## src/rtl/store_align_unit_pkg.sv

```systemverilog
// Shared types and helpers for the store alignment path: access sizes,
// FSM states and the size-to-mask / size-to-byte-count decoders.
package store_align_unit_pkg;

  // Store access size as encoded by the MEM-stage control
  typedef enum logic [1:0] {
    SZ_BYTE = 2'b00,
    SZ_HALF = 2'b01,
    SZ_WORD = 2'b10,
    SZ_RSVD = 2'b11
  } size_e;

  // Store sequencing states: waiting for a request, first word beat, second word beat
  typedef enum logic [1:0] {
    ST_IDLE  = 2'b00,
    ST_BEAT1 = 2'b01,
    ST_BEAT2 = 2'b10
  } state_e;

  localparam int LANE_COUNT = 4;
  localparam int LANE_BITS  = 8;

  // Byte-lane mask of an unshifted access of the given size
  function automatic logic [3:0] size_mask(input size_e size);
    logic [3:0] mask;
    case (size)
      SZ_BYTE: mask = 4'b0001;
      SZ_HALF: mask = 4'b0011;
      SZ_WORD: mask = 4'b1111;
      default: mask = 4'b0000;
    endcase
    return mask;
  endfunction

  // Number of bytes written by an access of the given size (0 for reserved)
  function automatic logic [2:0] size_bytes(input size_e size);
    logic [2:0] count;
    case (size)
      SZ_BYTE: count = 3'd1;
      SZ_HALF: count = 3'd2;
      SZ_WORD: count = 3'd4;
      default: count = 3'd0;
    endcase
    return count;
  endfunction

  // True when an access starting at this lane offset runs past the word boundary
  function automatic logic crosses_word(input logic [1:0] offset, input size_e size);
    logic [3:0] end_lane;
    end_lane = {2'b00, offset} + {1'b0, size_bytes(size)};
    return (end_lane > 4'd4);
  endfunction

endpackage

```

## src/rtl/store_align_unit_lane_shifter.sv

```systemverilog
// Combinational lane placement for one store beat. The narrowed data and its
// mask are shifted up by the byte offset into a two-word window; the first beat
// takes the low word of that window and the second beat takes the high word,
// so bytes that spill past the boundary land at the bottom of the next word.
module store_align_unit_lane_shifter
  import store_align_unit_pkg::*;
(
  input  logic [31:0] data,
  input  logic [3:0]  mask,
  input  logic [1:0]  offset,
  input  logic        beat2,
  output logic [31:0] wdata,
  output logic [3:0]  be
);

  logic [31:0] narrow_data;
  logic [63:0] spread_data;
  logic [7:0]  spread_mask;

  // Zero every byte the access size does not cover so unused lanes drive 0
  always_comb begin
    narrow_data = '0;
    for (int i = 0; i < LANE_COUNT; i++) begin
      narrow_data[LANE_BITS*i +: LANE_BITS] = mask[i] ? data[LANE_BITS*i +: LANE_BITS] : 8'h00;
    end
  end

  // Place data and enables at the byte offset and pick the word for this beat
  always_comb begin
    spread_data = {32'h0000_0000, narrow_data} << {offset, 3'b000};
    spread_mask = {4'b0000, mask} << offset;
    if (beat2) begin
      wdata = spread_data[63:32];
      be    = spread_mask[7:4];
    end else begin
      wdata = spread_data[31:0];
      be    = spread_mask[3:0];
    end
  end

endmodule

```

## src/rtl/store_align_unit.sv

```systemverilog
// Store alignment unit: accepts a register-width store from the MEM stage,
// places it on the little-endian byte lanes of the data-memory word and issues
// one or two write beats over a valid/ready handshake. Misaligned accesses that
// cross a word boundary are split into two beats when SPLIT_EN is set and are
// rejected with an err pulse otherwise. Every output comes from a flop.
module store_align_unit
  import store_align_unit_pkg::*;
#(
  parameter bit SPLIT_EN = 1'b1,
  parameter int AW       = 32
) (
  input  logic          clk,
  input  logic          rst,
  input  logic          req_valid,
  output logic          req_ready,
  input  logic [AW-1:0] req_addr,
  input  logic [31:0]   req_data,
  input  logic [1:0]    req_size,
  output logic          mem_valid,
  input  logic          mem_ready,
  output logic [AW-1:0] mem_addr,
  output logic [31:0]   mem_wdata,
  output logic [3:0]    mem_be,
  output logic          done,
  output logic          err
);

  localparam logic [AW-1:0] WORD_STEP = AW'(4);

  state_e      state;

  logic [31:0] cap_data;
  logic [3:0]  cap_mask;
  logic [1:0]  cap_off;
  logic        cap_split;

  size_e       req_size_e;
  logic [1:0]  req_off;
  logic        req_rsvd;
  logic        req_cross;
  logic        req_reject;

  logic [31:0] sh_data;
  logic [3:0]  sh_mask;
  logic [1:0]  sh_off;
  logic        sh_beat2;
  logic [31:0] sh_wdata;
  logic [3:0]  sh_be;

  assign req_size_e = size_e'(req_size);
  assign req_off    = req_addr[1:0];
  assign req_rsvd   = (req_size_e == SZ_RSVD);
  assign req_cross  = crosses_word(req_off, req_size_e);
  assign req_reject = req_rsvd || (req_cross && !SPLIT_EN);

  // Feed the shared shifter with the incoming request while idle (first beat is
  // registered on acceptance) and with the captured request afterwards (second beat)
  always_comb begin
    sh_data  = cap_data;
    sh_mask  = cap_mask;
    sh_off   = cap_off;
    sh_beat2 = 1'b1;
    if (state == ST_IDLE) begin
      sh_data  = req_data;
      sh_mask  = size_mask(req_size_e);
      sh_off   = req_off;
      sh_beat2 = 1'b0;
    end
  end

  store_align_unit_lane_shifter u_lane_shifter (
    .data   (sh_data),
    .mask   (sh_mask),
    .offset (sh_off),
    .beat2  (sh_beat2),
    .wdata  (sh_wdata),
    .be     (sh_be)
  );

  // Store sequencer: accepts a request, presents each beat until memory takes
  // it, and pulses done or err for exactly one cycle on the way back to idle
  always_ff @(posedge clk) begin
    if (rst) begin
      state     <= ST_IDLE;
      req_ready <= 1'b1;
      mem_valid <= 1'b0;
      mem_addr  <= '0;
      mem_wdata <= '0;
      mem_be    <= '0;
      done      <= 1'b0;
      err       <= 1'b0;
      cap_data  <= '0;
      cap_mask  <= '0;
      cap_off   <= '0;
      cap_split <= 1'b0;
    end else begin
      done <= 1'b0;
      err  <= 1'b0;
      case (state)
        ST_IDLE: begin
          if (req_valid) begin
            if (req_reject) begin
              err <= 1'b1;
            end else begin
              cap_data  <= req_data;
              cap_mask  <= size_mask(req_size_e);
              cap_off   <= req_off;
              cap_split <= req_cross;
              mem_valid <= 1'b1;
              mem_addr  <= {req_addr[AW-1:2], 2'b00};
              mem_wdata <= sh_wdata;
              mem_be    <= sh_be;
              req_ready <= 1'b0;
              state     <= ST_BEAT1;
            end
          end
        end
        ST_BEAT1: begin
          if (mem_ready) begin
            if (cap_split) begin
              mem_addr  <= mem_addr + WORD_STEP;
              mem_wdata <= sh_wdata;
              mem_be    <= sh_be;
              state     <= ST_BEAT2;
            end else begin
              mem_valid <= 1'b0;
              done      <= 1'b1;
              req_ready <= 1'b1;
              state     <= ST_IDLE;
            end
          end
        end
        ST_BEAT2: begin
          if (mem_ready) begin
            mem_valid <= 1'b0;
            done      <= 1'b1;
            req_ready <= 1'b1;
            state     <= ST_IDLE;
          end
        end
        default: begin
          mem_valid <= 1'b0;
          req_ready <= 1'b1;
          state     <= ST_IDLE;
        end
      endcase
    end
  end

endmodule
```

## config.mk

```make
export PLATFORM = sky130hd
export DESIGN_NAME = store_align_unit
export DESIGN_NICKNAME = d
export VERILOG_FILES = /design/src/rtl/store_align_unit_pkg.sv /design/src/rtl/store_align_unit_lane_shifter.sv /design/src/rtl/store_align_unit.sv
export SDC_FILE = /design/constraint.sdc
export NUM_CORES = 1
export LEC_CHECK = 0
export ABC_AREA = 1
export CAP_MARGIN = 10
export CORE_MARGIN = 5
export CORE_UTILIZATION = 50
export CTS_CLUSTER_DIAMETER = 40
export DETAILED_ROUTE_END_ITERATION = 7
export MAX_ROUTING_LAYER = met4
export PLACE_DENSITY = 0.79
export SLEW_MARGIN = 10
export SYNTH_ARGS = -nofsm -noshare
export SYNTH_HDL_FRONTEND = slang
export SYNTH_SLANG_ARGS = --single-unit
```

## constraint.sdc

```tcl
create_clock -name clk -period 3.7 [get_ports clk]
set_input_delay 1.11 -clock clk [delete_from_list [all_inputs] [get_ports clk]]
set_output_delay 1.11 -clock clk [all_outputs]
set_load 0.01 [all_outputs]
```

==> impl_metrics.tcl <==
set metrics [dict create \
    status "finished clean" \
    core_region_area_um2 12800 \
    synth_fa_ha_area_frac 0.0259 \
    cts_resized 0 \
    p_leak_nw 3.32 \
    clkSinkCount 110 \
    rsz0062_at_grt "no" \
    finalHoldViolCount 0 \
    slew_violations 0 \
    min_period_ps 3190 \
    final-setup-viol-count 0 \
    crit_arrival_ps 3470 \
    grt_max_degree 64 \
    drv_cap 0 \
    crit_required_ps 3980 \
    area_growth_pct 25.7 \
    n_antenna_cell 0 \
    switching_share 0.485 \
    setup_ws_ps 511 \
    cp-start-kind "flip-flop" \
    synth_mux_area_frac 0 \
    gp_congestion 0.990 \
    numPortBuffers 139 \
    fillerInstances 1212 \
    hold_path_class "flip-flop to flip-flop" \
    path_clk_slew_ps 70 \
    setup_tns_ps 0 \
    overflow 0 \
    power_density_nw_per_um2 860 \
    p_seq_frac 0.279 \
    routed_wl_um 20900 \
    synth_compound_gate_area_share 0.184 \
    cts_setup_buffers 0 \
    slew_headroom 0.278 \
    power_frac_clock 0.130 \
    async_flop_share 0 \
    fp-row-count 41 \
    dr_total_vias 7432 \
    fmax_ghz 0.314 \
    first_global_vias 6742 \
    hold_buffers 0 \
    drt_iter0_markers 859 \
    internal-power_w 0.00366 \
    die_h_um 125 \
    synth_cell_type_count 31 \
    h-tree-depth 3 \
    drc 0 \
    dr.pass1.iters 6 \
    drive_gt1_frac 0.0377 \
    power_switching_w 0.00344 \
    vdd_drop_max_uv 401 \
    ios 142 \
    via_per_inst 5.44 \
    dieWidth_um 125 \
    fin_skew_ps 8.79 \
    synth_xor_xnor_area_share 0.00133 \
    ys.flop_type "dfxtp_1" \
    ant_nets 0 \
    p_comb_frac 0.591 \
    critPathCaptureType "flip-flop" \
    synth-seq-area-share 0.335 \
    cts_tree "yes" \
    worstMarginPinSlew_ps 1080 \
    yosys_warnings 0 \
    antenna_found_initial 0 \
    synth_seq_cells 110 \
    synth_simple_gate_area_frac 0.370 \
    pre_cts_ws_ps 328 \
    dieArea_um2 15500 \
    cts_buffers 9 \
    grt_pass1_wl_um 34200 \
    netlist_area_um2 6570 \
    synth_top_family_by_area "simple AND/OR/NAND/NOR gates" \
    worstSetupPathType "flip-flop to flip-flop" \
    cp_max_fo 46 \
    period_share 0.862 \
    grt_use_total 0.273 \
    hpwlAfterDp_um 15100 \
    nets 1273 \
    cts-root-buf "clkbuf_16" \
    clk_latency_ps 360 \
    synth.avg_cell_area_um2 6.04 \
    post_drt_wl_per_cell_um 15.3 \
    netlist_instances 1088 \
    start_util 0.514 \
    synth_edf_count 0 \
    cts-root-to-sink-buffers 2 \
]
[cells by family (layout without fill, tap and decap cells)]
| group | Yosys count | count (layout) |
|---|---|---|
| simple gates | 603 | 603 |
| flops | 110 | 110 |
| compound gates | 231 | 231 |
| other cells | 1 | 2 |
| buf+inv | 129 | 234 |
| fa+ha+maj | 13 | 13 |
| xor+xnor | 1 | 1 |
[critical path: stages (launching register included)]
cell and delay, ps:
dfxtp_1 310, inv_1 120, ha_1 630, inv_4 390, nand2_2 350, o21ai_2 180, nor2_1 310, inv_2 190
nor2_4 300, nand2_1 110, nand2_1 80, inv_1 40, a21oi_1 100
[area by class of cell]
type                       count  area [µm²]  share of cell area
clock buffer                  14         264              0.0320
clock inverter                 1        5.00            0.000606
inverter                      68         258              0.0312
multi-input combinational    850        3820               0.463
sequential                   110        2200               0.267
tap                          172         215              0.0261
timing repair buffer         151        1490               0.180
[path summary, 6_finish.rpt]
check	startpoint	end	slack [ps]	cells past startpoint
worst max-delay path	state[0]	mem_wdata[5]	510	12
worst min-delay path	cap_data[27]	cap_data[27]	450	2
worst max register to register	state[0]	mem_wdata[5]	510	12
worst min register to register	cap_data[27]	cap_data[27]	450	2
[per-layer routing]
layer  track usage  routed length [µm]
met1         0.348                8970
met2         0.422                9560
met3        0.0630                1590
met4         0.104                 740
met5             -                   0
[metrics by stage]
stage	power, W	instances	util	hold WS [ps]	cell area (µm²)
final	0.00710	1366	0.646	448	8260
after global routing	0.00768	1366	0.646	471	8260
after CTS	0.00707	1366	0.646	452	8260
after detailed placement	0.00613	1351	0.625	442	7990
after global placement	0.00609	1351	0.625	436	7990
after floorplan	0.00465	1089	-	424	6570
[power by group through the flow]
stage | Clock (W) | Combinational, W | Sequential, W
floorplan | 0 | 0.00260 | 0.00206
global placement | 0 | 0.00410 | 0.00199
detailed placement | 0 | 0.00414 | 0.00199
CTS | 0.000937 | 0.00416 | 0.00197
global route | 0.000988 | 0.00466 | 0.00204
finish | 0.000923 | 0.00419 | 0.00198
[cell usage in the layout, fill, tap and decap left out, types with 4 or more instances in the layout]
| cell type | count |
|---|---|
| nand2_1 | 286 |
| clkdlybuf4s50_1 | 138 |
| buf_4 | 11 |
| dfxtp_1 | 110 |
| o21ai_1 | 6 |
| nor2_2 | 4 |
| o21ai_0 | 113 |
| clkbuf_16 | 9 |
| a31oi_1 | 9 |
| o211ai_1 | 4 |
| inv_2 | 5 |
| nand3_1 | 94 |
| a21oi_1 | 89 |
| nor2_1 | 208 |
| ha_1 | 12 |
| inv_1 | 59 |
[flip-flops by register name, indices dropped and copies added (netlist names)]
signal / flops
done: 1
cap_off: 2
req_ready: 1
mem_wdata: 32
mem_be: 4
mem_valid: 1
err: 1
cap_split: 1
cap_mask: 3
state: 2
mem_addr: 30
cap_data: 32
[cells in the mapped netlist (4+ instances only)]
library cell  count  share of area
buf_1             4         0.0023
o211ai_1          4         0.0046
inv_2             5         0.0029
nor2_1          208           0.12
dfxtp_1         110           0.34
o21ai_0         113          0.086
nand2_1         286           0.16
clkbuf_1         25          0.014
ha_1             12          0.023
nor2_2            4         0.0038
buf_4             8         0.0091
o21ai_1           6         0.0046
a31oi_1           9         0.0086
inv_1            60          0.034
nand3_1          94          0.072
a21oi_1          89          0.068
buf_2            24          0.018
Power figures use the tool's default switching activity.
